<file path="config.mk">
export PLATFORM = sky130hd
export DESIGN_NAME = timer_compare
export DESIGN_NICKNAME = d
export VERILOG_FILES = /design/src/rtl/timer_compare.sv
export SDC_FILE = /design/constraint.sdc
export NUM_CORES = 1
export LEC_CHECK = 0
export BUFFER_PORTS_ARGS = -buffer_cell sky130_fd_sc_hd__clkbuf_2
export CORE_MARGIN = 3
export CORE_UTILIZATION = 35
export DETAILED_ROUTE_END_ITERATION = 6
export HOLD_SLACK_MARGIN = 0.12
export PLACE_DENSITY_LB_ADDON = 0.3
export SLEW_MARGIN = 40
export SYNTH_ARGS = -nofsm -noshare
export SYNTH_HDL_FRONTEND = slang
export SYNTH_SLANG_ARGS = --single-unit
</file>
<file path="constraint.sdc">
create_clock -name clk -period 3.44 [get_ports clk]
set_input_delay 0.344 -clock clk [delete_from_list [all_inputs] [get_ports clk]]
set_output_delay 0.344 -clock clk [all_outputs]
set_load 0.05 [all_outputs]
</file>
<file path="src/rtl/timer_compare.sv">
// timer_compare
//   Compare stage of the 64-bit timer. Holds a 64-bit compare value split
//   over two 32-bit registers and raises a sticky interrupt status when the
//   live count equals it. Status is masked by an enable bit to form the
//   interrupt line to the core interrupt controller. Readback muxing is done
//   in the APB slave; this block only exposes the register contents.
//
//   Ports:
//     clk      in   system clock, all state on rising edge
//     rst_n    in   asynchronous active-low reset
//     addr     in   [31:0] register byte address (full-width decode)
//     wr_en    in   register write strobe
//     wdata    in   [31:0] register write data
//     cnt      in   [63:0] live count from the counter stage
//     tcmp0    out  [31:0] compare value [31:0]
//     tcmp1    out  [31:0] compare value [63:32]
//     tier     out  [31:0] {31'b0, int_en}
//     tisr     out  [31:0] {31'b0, int_st}  (write-1-to-clear)
//     tim_int  out  interrupt request = int_st & int_en
//
//   Build option:
//     TIMER_CMP_EDGE_EN  defined   -> status sets on rising edge of match only
//                        undefined -> status sets every cycle match is high
module timer_compare #(
    parameter logic [31:0] TCMP0_ADDR = 32'h0000_000C,
    parameter logic [31:0] TCMP1_ADDR = 32'h0000_0010,
    parameter logic [31:0] TIER_ADDR  = 32'h0000_0014,
    parameter logic [31:0] TISR_ADDR  = 32'h0000_0018,
    parameter logic [31:0] CMP_RST    = 32'hFFFF_FFFF
) (
    input  logic        clk,
    input  logic        rst_n,
    input  logic [31:0] addr,
    input  logic        wr_en,
    input  logic [31:0] wdata,
    input  logic [63:0] cnt,
    output logic [31:0] tcmp0,
    output logic [31:0] tcmp1,
    output logic [31:0] tier,
    output logic [31:0] tisr,
    output logic        tim_int
);

    logic int_en;
    logic int_st;
    logic match;
    logic set_st;
    logic wr_tcmp0;
    logic wr_tcmp1;
    logic wr_tier;
    logic clr_st;

    assign wr_tcmp0 = wr_en && (addr == TCMP0_ADDR);
    assign wr_tcmp1 = wr_en && (addr == TCMP1_ADDR);
    assign wr_tier  = wr_en && (addr == TIER_ADDR);
    assign clr_st   = wr_en && (addr == TISR_ADDR) && wdata[0];

    // Uses the registered (pre-write) compare value, so a compare write in
    // the same cycle only takes effect from the next cycle.
    assign match = (cnt == {tcmp1, tcmp0});

`ifdef TIMER_CMP_EDGE_EN
    // History resets to 1 so a count already equal to the reset compare
    // value does not look like a fresh edge when reset is released.
    logic match_d;

    always_ff @(posedge clk or negedge rst_n) begin
        if (!rst_n) begin
            match_d <= 1'b1;
        end else begin
            match_d <= match;
        end
    end

    assign set_st = match & ~match_d;
`else
    assign set_st = match;
`endif

    always_ff @(posedge clk or negedge rst_n) begin
        if (!rst_n) begin
            tcmp0  <= CMP_RST;
            tcmp1  <= CMP_RST;
            int_en <= 1'b0;
            int_st <= 1'b0;
        end else begin
            if (wr_tcmp0) begin
                tcmp0 <= wdata;
            end
            if (wr_tcmp1) begin
                tcmp1 <= wdata;
            end
            if (wr_tier) begin
                int_en <= wdata[0];
            end
            // Set wins over a simultaneous write-1-to-clear.
            if (set_st) begin
                int_st <= 1'b1;
            end else if (clr_st) begin
                int_st <= 1'b0;
            end
        end
    end

    assign tier    = {31'b0, int_en};
    assign tisr    = {31'b0, int_st};
    assign tim_int = int_st & int_en;

endmodule
</file>
; Word level (Yosys, flattened, before mapping)
; Index checks and enable logic that the tools add are counted.
[totals]
reg_bits = 66
output_inout_bits = 129
wordCells = 18
[op_classes]
bitwise_logic = 1
n_mux = 2
n_eq_ne = 5
n_reduce_logical = 6
[ops]
columns = operator, count
row1 = == test 32 x 5 -> 1 bit (second input constant), 3
row2 = == test 64 bit, 1
row3 = == test 32 x 4 -> 1 bit (second input constant), 1
row4 = logical AND 1 bit, 5
row5 = two-way mux 1 bit, 2
row6 = nonzero test 2 bit, 1
row7 = bitwise AND 1 bit, 1

; Longest topological paths before layout
[logic_depth]
depth_word = 5
ltp_mapped = 6
depth_no_buf = 5

; Worst setup path before layout
; OpenSTA, ideal clock, no wires.
[synth_path]
path_type = input -> register
start = in addr[28]
end = reg tcmp0[0]
required_time_ps = 3358
arrival_time_ps = 1752
path_stages = 6
setup_ps = 82
path_slack_ps = 1606
cell_sequence = nor4b_1 -> nand4_1 -> nor3_1 -> nand4_2 -> buf_6 -> mux2_4
[synth_via]
elab_chain_len = 2
[synth_rtl]
columns = item, line_no
row1 = start: declaration, 33  ; input logic [31:0] addr,
row2 = == test 32 x 4 -> 1 bit, 53  ; assign wr_tcmp0 = wr_en && (addr == TCMP0_ADDR);
row3 = logical AND 1 bit, 53
row4 = end signal: assignment, 88  ; tcmp0 <= wdata;
row5 = end: declaration, 37  ; output logic [31:0] tcmp0,
; No other way between the ends.
; A chain may end at the register's enable or synchronous reset.

; Worst setup path in the final report
[layout_path]
start = in addr[14]
end = reg tcmp0[1]
; The elaborated chain is that of the path after synthesis.

==> summary by stage <==
Synth
In the synthesized netlist the dominant register cell turns out to be dfstp_2. After synthesis the cells add up to about 4100 um^2. By area the synthesized netlist is led by dfstp_2, mux2_4, xor2_1. The area share of the largest cell type after synthesis is 41.2%. The number of warnings printed during yosys synthesis is 0. The share of synthesized area occupied by flip-flops and latches is 42.5%. Yosys mapped a number of flops with a built-in enable equal to 0. The synthesized design spends more area on one cell type than any other, namely dfstp_2. The number of instances in the synthesized netlist is 308. Yosys mapped the design onto 22 distinct sky130hd cell types.

The post-synthesis average cell area is 13.2 um^2. After synthesis, the most frequently instantiated cells are buf_4, dfstp_2, xor2_1. The register bit total from synthesis is between 60 and 70. The share of synthesized flip-flops with an asynchronous set or reset is 100%.

STA
For the final database, setup skew stands at 0.00623 ns. Setup violations remaining at the end of the flow were counted as 0. For this run, the top clock speed supported by timing is 0.442 GHz.

The final critical-path share of the clock period is 65.7%. For the final routed database, the setup TNS stands at 0 ns. After layout, the worst setup slack is 1.18 ns.

For the pin with the worst max-slew slack, the measured transition is 0.586 ns. Setup repair after global routing left no endpoint under its margin. The routed design could run at a clock period as short as 2.26 ns. The final hold violation count was 0.

The count of pins over their slew limit was 0. The headroom to the max-slew limit is 60.9%.

Detailed routing
In the final routed layout, each cell accounts on average for 16.4 um. The first TritonRoute pass finished after 4 iterations. The detailed router finished its first iteration with 76 violations.

For this run, design rule violations remaining after detail routing come to 0. The total wire length after detailed routing is 10,700 um. The detail route stage leaves a number of antenna-violating nets equal to 0. The number of vias after detailed routing is about 2.9k. Using the TritonRoute via totals, the vias-per-cell ratio works out to 4.36.

Setup path
The worst setup path is of the primary input to register kind. STA classifies the critical path endpoint as a register. The data required time at the worst endpoint is between 3 and 4 ns.

The most critical setup path has its startpoint at addr[14]. In this run the critical register-to-register path is launched from tcmp0[9]$_DFFE_PN1P_. Of all nets on the critical path, the largest fanout is 18. The startpoint class of the critical path is a primary input. Data arrives at the worst endpoint at ~2.5 ns.

Global routing
The met2 demand-to-capacity share in global routing is between 20 and 30%. The pin count of the biggest net entering global routing is 67. The most congested layer reported by global routing is met2.

The initial antenna violation count was 0. The first global-routing pass estimated 16,100 um of wire. For this run, global-route usage on met3 was measured as about 3.6%. The number of global-route vias before repair came to 2,997. The all-layer global routing usage is roughly 16%. For this run the aggregate overflow at the end of global routing stands at 0.

For this run, global-route usage on met1 was measured as 20.0%.

Clock network
The level count of the clock H-tree is 3. Clock-pin slew was measured on the worst setup and hold paths at 0.05 ns. The number of sinks on the clock net is 66.

The later pin in the worst-skew pair is clocked with a latency of 0.32 ns. The number of clock buffers added by TritonCTS is 9. The number of setup buffers added after CTS is 0.

The root buffer cell chosen for the clock tree is clkbuf_16. In this run the deepest clock path goes through 2 buffers. The CTS tree is built.

Die
The area of the die is ~13,000 um^2. The initial utilization of the core area, before any placement, comes to a little over a third. The number of rows in the core area is 38. The core region is 11,100 um^2. The width of the chip is about 110 um.

The vertical die dimension is 114 um. In this run the count of I/O pins placed on the die edge is between 200 and 300.

Power and ir drop
The clock share of power is 43.6%. The analysis attributes to net switching a power of about 0.53 mW. In this run, the combinational gates consume 15.3% of the power. The power density normalized to cell area is 364 nW/um^2. The cell-internal power is 1.37 mW. Across the VDD grid, the largest voltage drop is 0.216 mV. Of the total power, registers draw 41.0%. In this run the static leakage power is a little under 3 nW.

The switching part of the total power is 27.8%.

Worst hold path
The hold path startpoint is wdata[31]. In this run the worst hold path is classified as primary input to register.

Final layout
The share of cells above drive strength 1 is 67.1%. The total inserted antenna cells is 0. Compared with the post-synthesis result, the final layout area differs by 28.3%. Measured on the finished design, the core utilization comes to 47.0%. The final cell area excluding filler cells is between 5000 and 6000 um^2. For this run, the post-layout net count is 641.

Place
After detailed placement, the total cell area comes to 4950 um^2. Port buffering added 197 buffers. The post-placement setup slack is 0.763 ns.

The congestion estimate from routability-driven global placement came to 0.831. The post-DP HPWL is a little under 9000 um.

Job
Max-cap violations in this run came to 0.

Outcome
The flow ran to the end, and the final reports show no timing, DRC or antenna violations.
[power groups by stage]
stage	Sequential (mW)	Combinational, mW	Clock, mW
2_1_floorplan	0.792	0.232	0
3_3_place_gp	0.791	0.289	0
3_5_place_dp	0.791	0.292	0
4_1_cts	0.781	0.292	0.858
5_1_grt	0.780	0.315	0.890
6_report	0.781	0.291	0.830
[layer usage]
layer	vias to the layer above	routed length (um)
li1	1340	-
met1	1338	4220
met2	166	5480
met3	10	858
met4	0	138
met5	-	0
[state kept, by name (all words and copies together), names as in the netlist]
name / cells
int_en: 1
int_st: 1
tcmp0: 32
tcmp1: 32
[cell families (layout without fill, tap and decap cells)]
kind of cell              Yosys count  count (layout)  synth area share [%]
buffers and inverters              71             216                  13.5
DFF                                66              66                  42.5
muxes                              65              65                  23.5
xor gates and xnor gates           64              64                  13.7
and+or+nand+nor                    40              40                  6.53
other                               1              62                0.0919
AOI/OAI and AO/OA                   1               1                 0.184
[placed cells by master (no fill, tap or decap), types with 2 or more instances in the layout]
master     Yosys  layout
xor2_1        64      64
nand2_1        2       2
mux2_4        60      60
dfstp_2       64      64
buf_4         64       2
clkbuf_16      0       9
clkinv_2       0       3
nor2_1         2       2
clkbuf_2       0     196
nor4_1        23      23
clkbuf_8       0       2
conb_1         1      62
dfrtp_1        2       2
nand4_1        5       5
mux2_2         5       5
[critical path, cell delays in order]
cell	delay, ns
clkbuf_2	0.08
nor4_1	0.42
nand2_1	0.19
nor3_1	0.34
nand4_4	0.39
buf_4	0.40
mux2_4	0.34
[final timing paths]
kind                                    endpoint  slack [ns]  depth (start not counted)
max                         tcmp0[1]$_DFFE_PN1P_        1.18                          7
min                        tcmp0[31]$_DFFE_PN1P_        0.27                          2
max reg2reg                   int_st$_DFFE_PN0P_        1.38                          5
min reg2reg                   int_en$_DFFE_PN0P_        0.54                          1
max in group asynchronous  tcmp0[14]$_DFFE_PN1P_        2.45                          2
min in group asynchronous     int_st$_DFFE_PN0P_        0.61                          2
[metrics by stage]
step | instances | total power, mW | hold slack [ns]
global placement | 638 | 1.08 | 0.495
CTS | 653 | 1.93 | 0.151
finish | 654 | 1.90 | 0.271
global route | 654 | 1.99 | 0.260
floorplan | 369 | 1.02 | 0.0484
detailed placement | 638 | 1.08 | 0.506
[layout make-up]
class	count	area, um^2
fill	1028	5890
multi-input combinational	232	2030
sequential	66	1730
timing repair buffer	200	1020
clock buffer	12	256
tap	140	175
clock inverter	3	15.0
inverter	1	3.75
[timing repair]
action                                 in CTS  in global routing
hold buffers                                0                  1
resized for setup                           0                  0
endpoints found under the hold margin       0                  2
Power figures use the tool's default switching activity.
